`src/rtl/mc_ctrl_pkg.sv`:
```
// Shared definitions for the multicycle control FSM: state codes, opcodes,
// ALU-operation codes and datapath mux select values.
package mc_ctrl_pkg;

  typedef logic [3:0] state_t;

  // State encodings; state_dbg exposes these values directly.
  localparam state_t StFetch   = 4'd0;
  localparam state_t StDecode  = 4'd1;
  localparam state_t StMemAdr  = 4'd2;
  localparam state_t StMemRd   = 4'd3;
  localparam state_t StMemWb   = 4'd4;
  localparam state_t StMemWr   = 4'd5;
  localparam state_t StRtypeEx = 4'd6;
  localparam state_t StRtypeWb = 4'd7;
  localparam state_t StAddiEx  = 4'd8;
  localparam state_t StAddiWb  = 4'd9;
  localparam state_t StBranch  = 4'd10;
  localparam state_t StJump    = 4'd11;

  // Instruction opcodes (instruction[31:26]).
  localparam logic [5:0] OpRtype = 6'b000000;
  localparam logic [5:0] OpLw    = 6'b100011;
  localparam logic [5:0] OpSw    = 6'b101011;
  localparam logic [5:0] OpBeq   = 6'b000100;
  localparam logic [5:0] OpAddi  = 6'b001000;
  localparam logic [5:0] OpJ     = 6'b000010;

  // ALU-control opcodes, shared with alucontrol.
  localparam logic [6:0] AluOpAdd   = 7'b0000000;
  localparam logic [6:0] AluOpSub   = 7'b0000001;
  localparam logic [6:0] AluOpFunct = 7'b0000010;

  // ALU B-operand select.
  localparam logic [1:0] AluBReg      = 2'b00;
  localparam logic [1:0] AluBFour     = 2'b01;
  localparam logic [1:0] AluBImm      = 2'b10;
  localparam logic [1:0] AluBImmShift = 2'b11;

  // Next-PC select.
  localparam logic [1:0] PcSrcAlu    = 2'b00;
  localparam logic [1:0] PcSrcAluOut = 2'b01;
  localparam logic [1:0] PcSrcJump   = 2'b10;

endpackage

```
`src/rtl/multicycle_control.sv`:
```
// Multicycle MIPS-style control FSM: registered state plus combinational output decode.
// Define MC_CTRL_JUMP_EN to support the J instruction; otherwise J decodes as illegal.
module multicycle_control
  import mc_ctrl_pkg::*;
#(
  parameter int unsigned OPCODE_W = 6
) (
  input  logic                clk,
  input  logic                rst_n,
  input  logic [OPCODE_W-1:0] opcode,
  input  logic                mem_ready,
  output logic                PCWrite,
  output logic                PCWriteCond,
  output logic                IorD,
  output logic                MemRead,
  output logic                MemWrite,
  output logic                MemtoReg,
  output logic                IRWrite,
  output logic                RegDst,
  output logic                RegWrite,
  output logic                ALUSrcA,
  output logic [1:0]          ALUSrcB,
  output logic [1:0]          PCSource,
  output logic [6:0]          ALUOP,
  output logic                illegal_op,
  output logic [3:0]          state_dbg
);

  state_t state_q, state_d;

  logic op_rtype, op_lw, op_sw, op_beq, op_addi, op_legal;

  assign op_rtype = (opcode == OPCODE_W'(OpRtype));
  assign op_lw    = (opcode == OPCODE_W'(OpLw));
  assign op_sw    = (opcode == OPCODE_W'(OpSw));
  assign op_beq   = (opcode == OPCODE_W'(OpBeq));
  assign op_addi  = (opcode == OPCODE_W'(OpAddi));

`ifdef MC_CTRL_JUMP_EN
  logic op_j;
  assign op_j     = (opcode == OPCODE_W'(OpJ));
  assign op_legal = op_rtype | op_lw | op_sw | op_beq | op_addi | op_j;
`else
  assign op_legal = op_rtype | op_lw | op_sw | op_beq | op_addi;
`endif

  // Next-state logic
  always_comb begin
    state_d = state_q;
    case (state_q)
      StFetch: begin
        if (mem_ready) state_d = StDecode;
      end
      StDecode: begin
        if (op_lw || op_sw)  state_d = StMemAdr;
        else if (op_rtype)   state_d = StRtypeEx;
        else if (op_addi)    state_d = StAddiEx;
        else if (op_beq)     state_d = StBranch;
`ifdef MC_CTRL_JUMP_EN
        else if (op_j)       state_d = StJump;
`endif
        else                 state_d = StFetch;
      end
      StMemAdr: begin
        if (op_lw)       state_d = StMemRd;
        else if (op_sw)  state_d = StMemWr;
        else             state_d = StFetch;
      end
      StMemRd: begin
        if (mem_ready) state_d = StMemWb;
      end
      StMemWb:   state_d = StFetch;
      StMemWr: begin
        if (mem_ready) state_d = StFetch;
      end
      StRtypeEx: state_d = StRtypeWb;
      StRtypeWb: state_d = StFetch;
      StAddiEx:  state_d = StAddiWb;
      StAddiWb:  state_d = StFetch;
      StBranch:  state_d = StFetch;
`ifdef MC_CTRL_JUMP_EN
      StJump:    state_d = StFetch;
`endif
      // Unused encodings recover to FETCH.
      default:   state_d = StFetch;
    endcase
  end

  always_ff @(posedge clk or negedge rst_n) begin
    if (!rst_n) begin
      state_q <= StFetch;
    end else begin
      state_q <= state_d;
    end
  end

  // Output decode: Moore per state, except the FETCH completion strobes follow mem_ready.
  always_comb begin
    PCWrite     = 1'b0;
    PCWriteCond = 1'b0;
    IorD        = 1'b0;
    MemRead     = 1'b0;
    MemWrite    = 1'b0;
    MemtoReg    = 1'b0;
    IRWrite     = 1'b0;
    RegDst      = 1'b0;
    RegWrite    = 1'b0;
    ALUSrcA     = 1'b0;
    ALUSrcB     = AluBReg;
    PCSource    = PcSrcAlu;
    ALUOP       = AluOpAdd;
    illegal_op  = 1'b0;
    case (state_q)
      StFetch: begin
        MemRead  = 1'b1;
        ALUSrcB  = AluBFour;
        IRWrite  = mem_ready;
        PCWrite  = mem_ready;
      end
      StDecode: begin
        ALUSrcB    = AluBImmShift;
        illegal_op = ~op_legal;
      end
      StMemAdr: begin
        ALUSrcA = 1'b1;
        ALUSrcB = AluBImm;
      end
      StMemRd: begin
        MemRead = 1'b1;
        IorD    = 1'b1;
      end
      StMemWb: begin
        MemtoReg = 1'b1;
        RegWrite = 1'b1;
      end
      StMemWr: begin
        MemWrite = 1'b1;
        IorD     = 1'b1;
      end
      StRtypeEx: begin
        ALUSrcA = 1'b1;
        ALUOP   = AluOpFunct;
      end
      StRtypeWb: begin
        RegDst   = 1'b1;
        RegWrite = 1'b1;
      end
      StAddiEx: begin
        ALUSrcA = 1'b1;
        ALUSrcB = AluBImm;
      end
      StAddiWb: begin
        RegWrite = 1'b1;
      end
      StBranch: begin
        ALUSrcA     = 1'b1;
        ALUOP       = AluOpSub;
        PCWriteCond = 1'b1;
        PCSource    = PcSrcAluOut;
      end
`ifdef MC_CTRL_JUMP_EN
      StJump: begin
        PCWrite  = 1'b1;
        PCSource = PcSrcJump;
      end
`endif
      default: ;
    endcase
  end

  assign state_dbg = state_q;

endmodule

```
`config.mk`:
```
export PLATFORM = sky130hd
export DESIGN_NAME = multicycle_control
export DESIGN_NICKNAME = d
export VERILOG_FILES = /design/src/rtl/mc_ctrl_pkg.sv /design/src/rtl/multicycle_control.sv
export SDC_FILE = /design/constraint.sdc
export NUM_CORES = 1
export LEC_CHECK = 0
export CAP_MARGIN = 0
export CORE_MARGIN = 2
export CORE_UTILIZATION = 32
export CTS_CLUSTER_SIZE = 16
export DETAILED_ROUTE_END_ITERATION = 6
export GPL_TIMING_DRIVEN = 1
export PLACE_DENSITY = 0.83
export SLEW_MARGIN = 20
export SYNTH_ARGS = -nofsm -noshare
export SYNTH_HDL_FRONTEND = slang
export SYNTH_SLANG_ARGS = --single-unit
```
`constraint.sdc`:
```
create_clock -name clk -period 1.27 [get_ports clk]
set_clock_uncertainty 0.05 [all_clocks]
set_input_delay 0.127 -clock clk [delete_from_list [all_inputs] [get_ports clk]]
set_output_delay 0.127 -clock clk [all_outputs]
set_load 0.01 [all_outputs]
```
# Word-level counts from Yosys, hierarchy flattened
# Index checks and enable logic that the tools add are counted.
[op_classes]
bitwise_logic = 5
reduce_logical = 9
mux = 23
eq_ne = 17
[ops]
columns = ["op", "count"]
rows = [
  ["$mux 4", 7],
  ["$pmux 4 s7", 1],
  ["$eq 4x3->1 const B", 4],
  ["$eq 4x4->1 const B", 3],
  ["$eq 6x6->1 const B", 2],
  ["$mux 1", 11],
  ["$eq 4x2->1 const B", 2],
  ["$eq 6x3->1 const B", 1],
  ["$eq 6x4->1 const B", 1],
  ["$logic_not 6->1", 1],
  ["$mux 3", 2],
  ["$ne 2x2->1 const B", 3],
  ["$pmux 2 s3", 1],
  ["$reduce_or 2->1", 3],
  ["$eq 4x1->1 const B", 1],
  ["$logic_not 4->1", 1],
  ["$or 1x1->1", 4],
  ["$pmux 2 s2", 1],
  ["$reduce_or 4->1", 1],
  ["$reduce_and 3->1", 1],
  ["$reduce_or 3->1", 1],
  ["$logic_or 1x1->1", 1],
  ["$not 1->1", 1],
]
[totals]
reg_bits = 4
output_inout_bits = 26
wordCells = 55
input_bits = 9

# Logic depth before layout (Yosys ltp)
[logic_depth]
depth_word = 7
ltp_mapped = 5
mapped_depth_nobuf = 4

# Least setup slack after synthesis
# No wires, ideal clock.
[synth_path]
path_kind = "flip-flop to output port"
startpoint = "reg state_q[2] (netlist: state_dbg[2])"
endpoint = "out PCWrite"
slack_ps = -292
path_stages_with_launch = 6
required_ps = 1093
t_arrival_ps = 1385
n_path_buf = 3
path_cell_list = "dfrtp_1 -> clkbuf_1 -> clkbuf_1 -> nor2_1 -> and3_1 -> buf_4"
[synth_between]
elab_chain_len = 2
[synth_lines]
columns = ["item", "line", "source"]
rows = [
  ["from (decl)", "multicycle_control.sv:29", "state_t state_q, state_d;"],
  ["from (signal assigned)", "multicycle_control.sv:91", "state_q <= StFetch;"],
  ["from (signal assigned)", "multicycle_control.sv:93", "state_q <= state_d;"],
  ["$logic_not 4->1", "n/a", ""],
  ["$mux 1", "n/a", ""],
  ["to (decl)", "multicycle_control.sv:12", "output logic PCWrite,"],
]
# No other way between the ends.

# Worst setup path after layout
[layout_path]
startpoint = "reg state_q[3] (netlist: state_dbg[3])"
endpoint = "out ALUSrcB[1]"
[layout_between]
elab_chain_len = 3
word_cells_on_any_way = 6
classes_between = "3 x eq/ne; 1 x mux; 2 x reduce/logical"
[layout_lines]
columns = ["item", "line", "source"]
rows = [
  ["$eq 4x4->1 / $eq 4x2->1 (equally long branches)", "multicycle_control.sv:113", "case (state_q)"],
  ["$reduce_or 2->1 (no line)", "n/a", ""],
  ["$pmux 2 s3 *", "multicycle_control.sv:113", ""],
  ["to (decl)", "multicycle_control.sv:22", "output logic [1:0] ALUSrcB,"],
]
# Every way passes the cells marked *; elsewhere a longest branch is shown, timed or not.

==> out/results.tsv <==
metric	value	unit
Post-CTS Hold Fix Bufs	0	
Pwr Total	0.855	mW
first-pass GRT wire length	3770	um
max reg flops	4	
fin cells	170	
violated checks	setup timing	
Hold Crit Class	input port to asynchronous set/reset pin	
Reg clk slew, reported paths	0.05	ns
final core occ	0.867	
Nets	155	
die height	46.2	um
CTS tree	built	
R2R Path End	state_dbg[2]	
critical path, cell by cell	buf_6, buf_4, nor2_1, a21oi_1, nor2_1, buf_2	
die width	46.2	um
row cnt	15	
area post-placement	991	um^2
htree depth	1	
TritonCTS Buffers	3	
core box area	1710	um^2
Congestion Overflow GR	0	
final hold slack	0.0429	ns
Setup violations, final	22	
Worst Setup SP	state_dbg[3]	
final hold vios	0	
RSZ-0062 raised after global routing	true	
Initial Util	0.334	
largest net degree at the start of global routing	9	
most used cell, CP	nor2_1	
Crit path required time	1.09	ns
Top-Level Pins	35	
Routability Congestion	0.826	
DR pass1 iterations	4	
Mean Syn Cell Area	7.22	um^2
area of the multi-input gates	631	um^2
worst vdd ir	0.000563	V
Final period util	1.26	
Die Area	2140	um^2
GRT Util Overall	0.250	
setup TNS	-4.43	ns
Min Clock Period, post-route	1.60	ns
FF+latch count, synth	4	
Static Leak	0.649	nW
Synthesis Warnings	0	
initial DRC count	24	
Routed WL	3010	um
Final Cell Area	1480	um^2
clock sinks	4	
worst setup margin	-0.331	ns
drt drc	0	
Seq/Total Area, Yosys	0.175	
flop-to-flop setup slack	-0.23	ns
worst skew pair latency	0.25	ns
Crit. End Element	output pin	
crit path launch type	register	
ys flop type	dfrtp_1	
Cells after DPL	140	
Layout area overhead	159	%
reg-to-reg critical path startpoint	state_dbg[0]	
post-DP HPWL	1360	um
CP max-delay cell	dfrtp_2	
Final ANT Viol Nets	0	
worst-case reg-to-reg path depth	5	
drt via density	5.07	
vias in the first global route	804	
max-cap viol count	0	
pre-CTS setup slack	-0.721	ns
status	finished with violations	
DR WL/cell	17.7	um
Post-synth EDFFs	0	
critical path data arrival time	1.42	ns
I/O Buffers	28	
CP max FO	4	
antenna violations before repair	0	
Filler Cell Count	75	
register area	105	um^2
WS Path Type	register to output pin	
Async S/R FF share, synth	1.00	
post-synthesis cell area	571	um^2
CP max stage delay	0.44	ns
fin. max-slew vios	0	
P per Cell Area	578	nW/um^2
Clock Tree Buf Depth	2	
Netlist cell types	31	
n_diodes	0	
f_max	625	MHz
via count	862	
share of layout cells above drive strength 1	0.800	
CTS root buf	clkbuf_4	
cell count after synthesis	79	
[cell usage after synthesis, drive strengths merged (3+ instances only)]
cell type,n,area share
nand3b,3,0.039
nor3,6,0.070
nor4,3,0.059
nand2b,5,0.055
dfrtp,4,0.18
nor2,10,0.066
a21oi,6,0.053
xnor2,3,0.046
clkbuf,6,0.039
buf,10,0.13
o21ai,4,0.035
[power by group]
| group | leakage (nW) | internal (mW) | total (mW) | switching, mW |
|---|---|---|---|---|
| registers | 0.0480 | 0.136 | 0.150 | 0.0148 |
| logic | 0.586 | 0.279 | 0.508 | 0.229 |
| clock network | 0.0150 | 0.119 | 0.196 | 0.0769 |
| total | 0.649 | 0.534 | 0.855 | 0.321 |
[cell type report]
type / count / area share
repair buffers: 73 / 0.462
multi-input cells: 63 / 0.426
flip-flops and latches: 4 / 0.0710
well taps: 25 / 0.0211
clock buffers: 4 / 0.0178
inverters: 1 / 0.00254
[layout by cell type (no fill, tap or decap), types with 2 or more instances in the layout]
cell	instances
o21ai_1	3
xnor2_1	2
and3_4	2
nand2b_4	5
nor2_1	4
clkdlybuf4s50_1	3
dfrtp_2	4
conb_1	6
buf_2	9
nor4_4	2
nor2_4	4
buf_6	37
nor2_2	2
a21oi_1	2
buf_4	21
a21oi_2	4
clkbuf_4	3
nor3_2	6
nor2b_4	2
nand3b_1	3
[how the worst max path moves through the flow]
stage	endpoint	cells past startpoint
2_1_floorplan	PCWrite	5
3_3_place_gp	illegal_op	5
3_5_place_dp	illegal_op	5
4_1_cts	illegal_op	4
5_1_grt	ALUSrcB[1]	6
6_report	ALUSrcB[1]	6
[timing repair]
action	4_1_cts	5_1_grt
setup endpoints to repair	24	24
setup buffers	17	10
pin swaps	18	10
resized for setup	147	34
cloned	0	0
[worst max-delay path: cells and delay by family, from the launching register on]
kind	cells	cell delay (ns)
flip-flops	1	0.44
buffers and inverters	3	0.42
AND/OR/NAND/NOR	2	0.21
AO/OA/AOI/OAI	1	0.09
[per-layer routing]
metal	GRT usage	up-vias	routed length, um
met2	0.461	38	1660
met3	0.0118	8	114
li1	-	401	-
met4	0.0971	0	72
met1	0.298	415	1160
met5	0	-	0
[logic make-up after synthesis]
group,Yosys count,share of synthesized area
AO/OA/AOI/OAI,16,0.171
multiplexers,1,0.0175
AND/OR/NAND/NOR,37,0.410
XOR/XNOR,3,0.0461
flip-flops,4,0.175
buffers and inverters,17,0.173
other,1,0.00657
(Power assumes the default switching activity.)
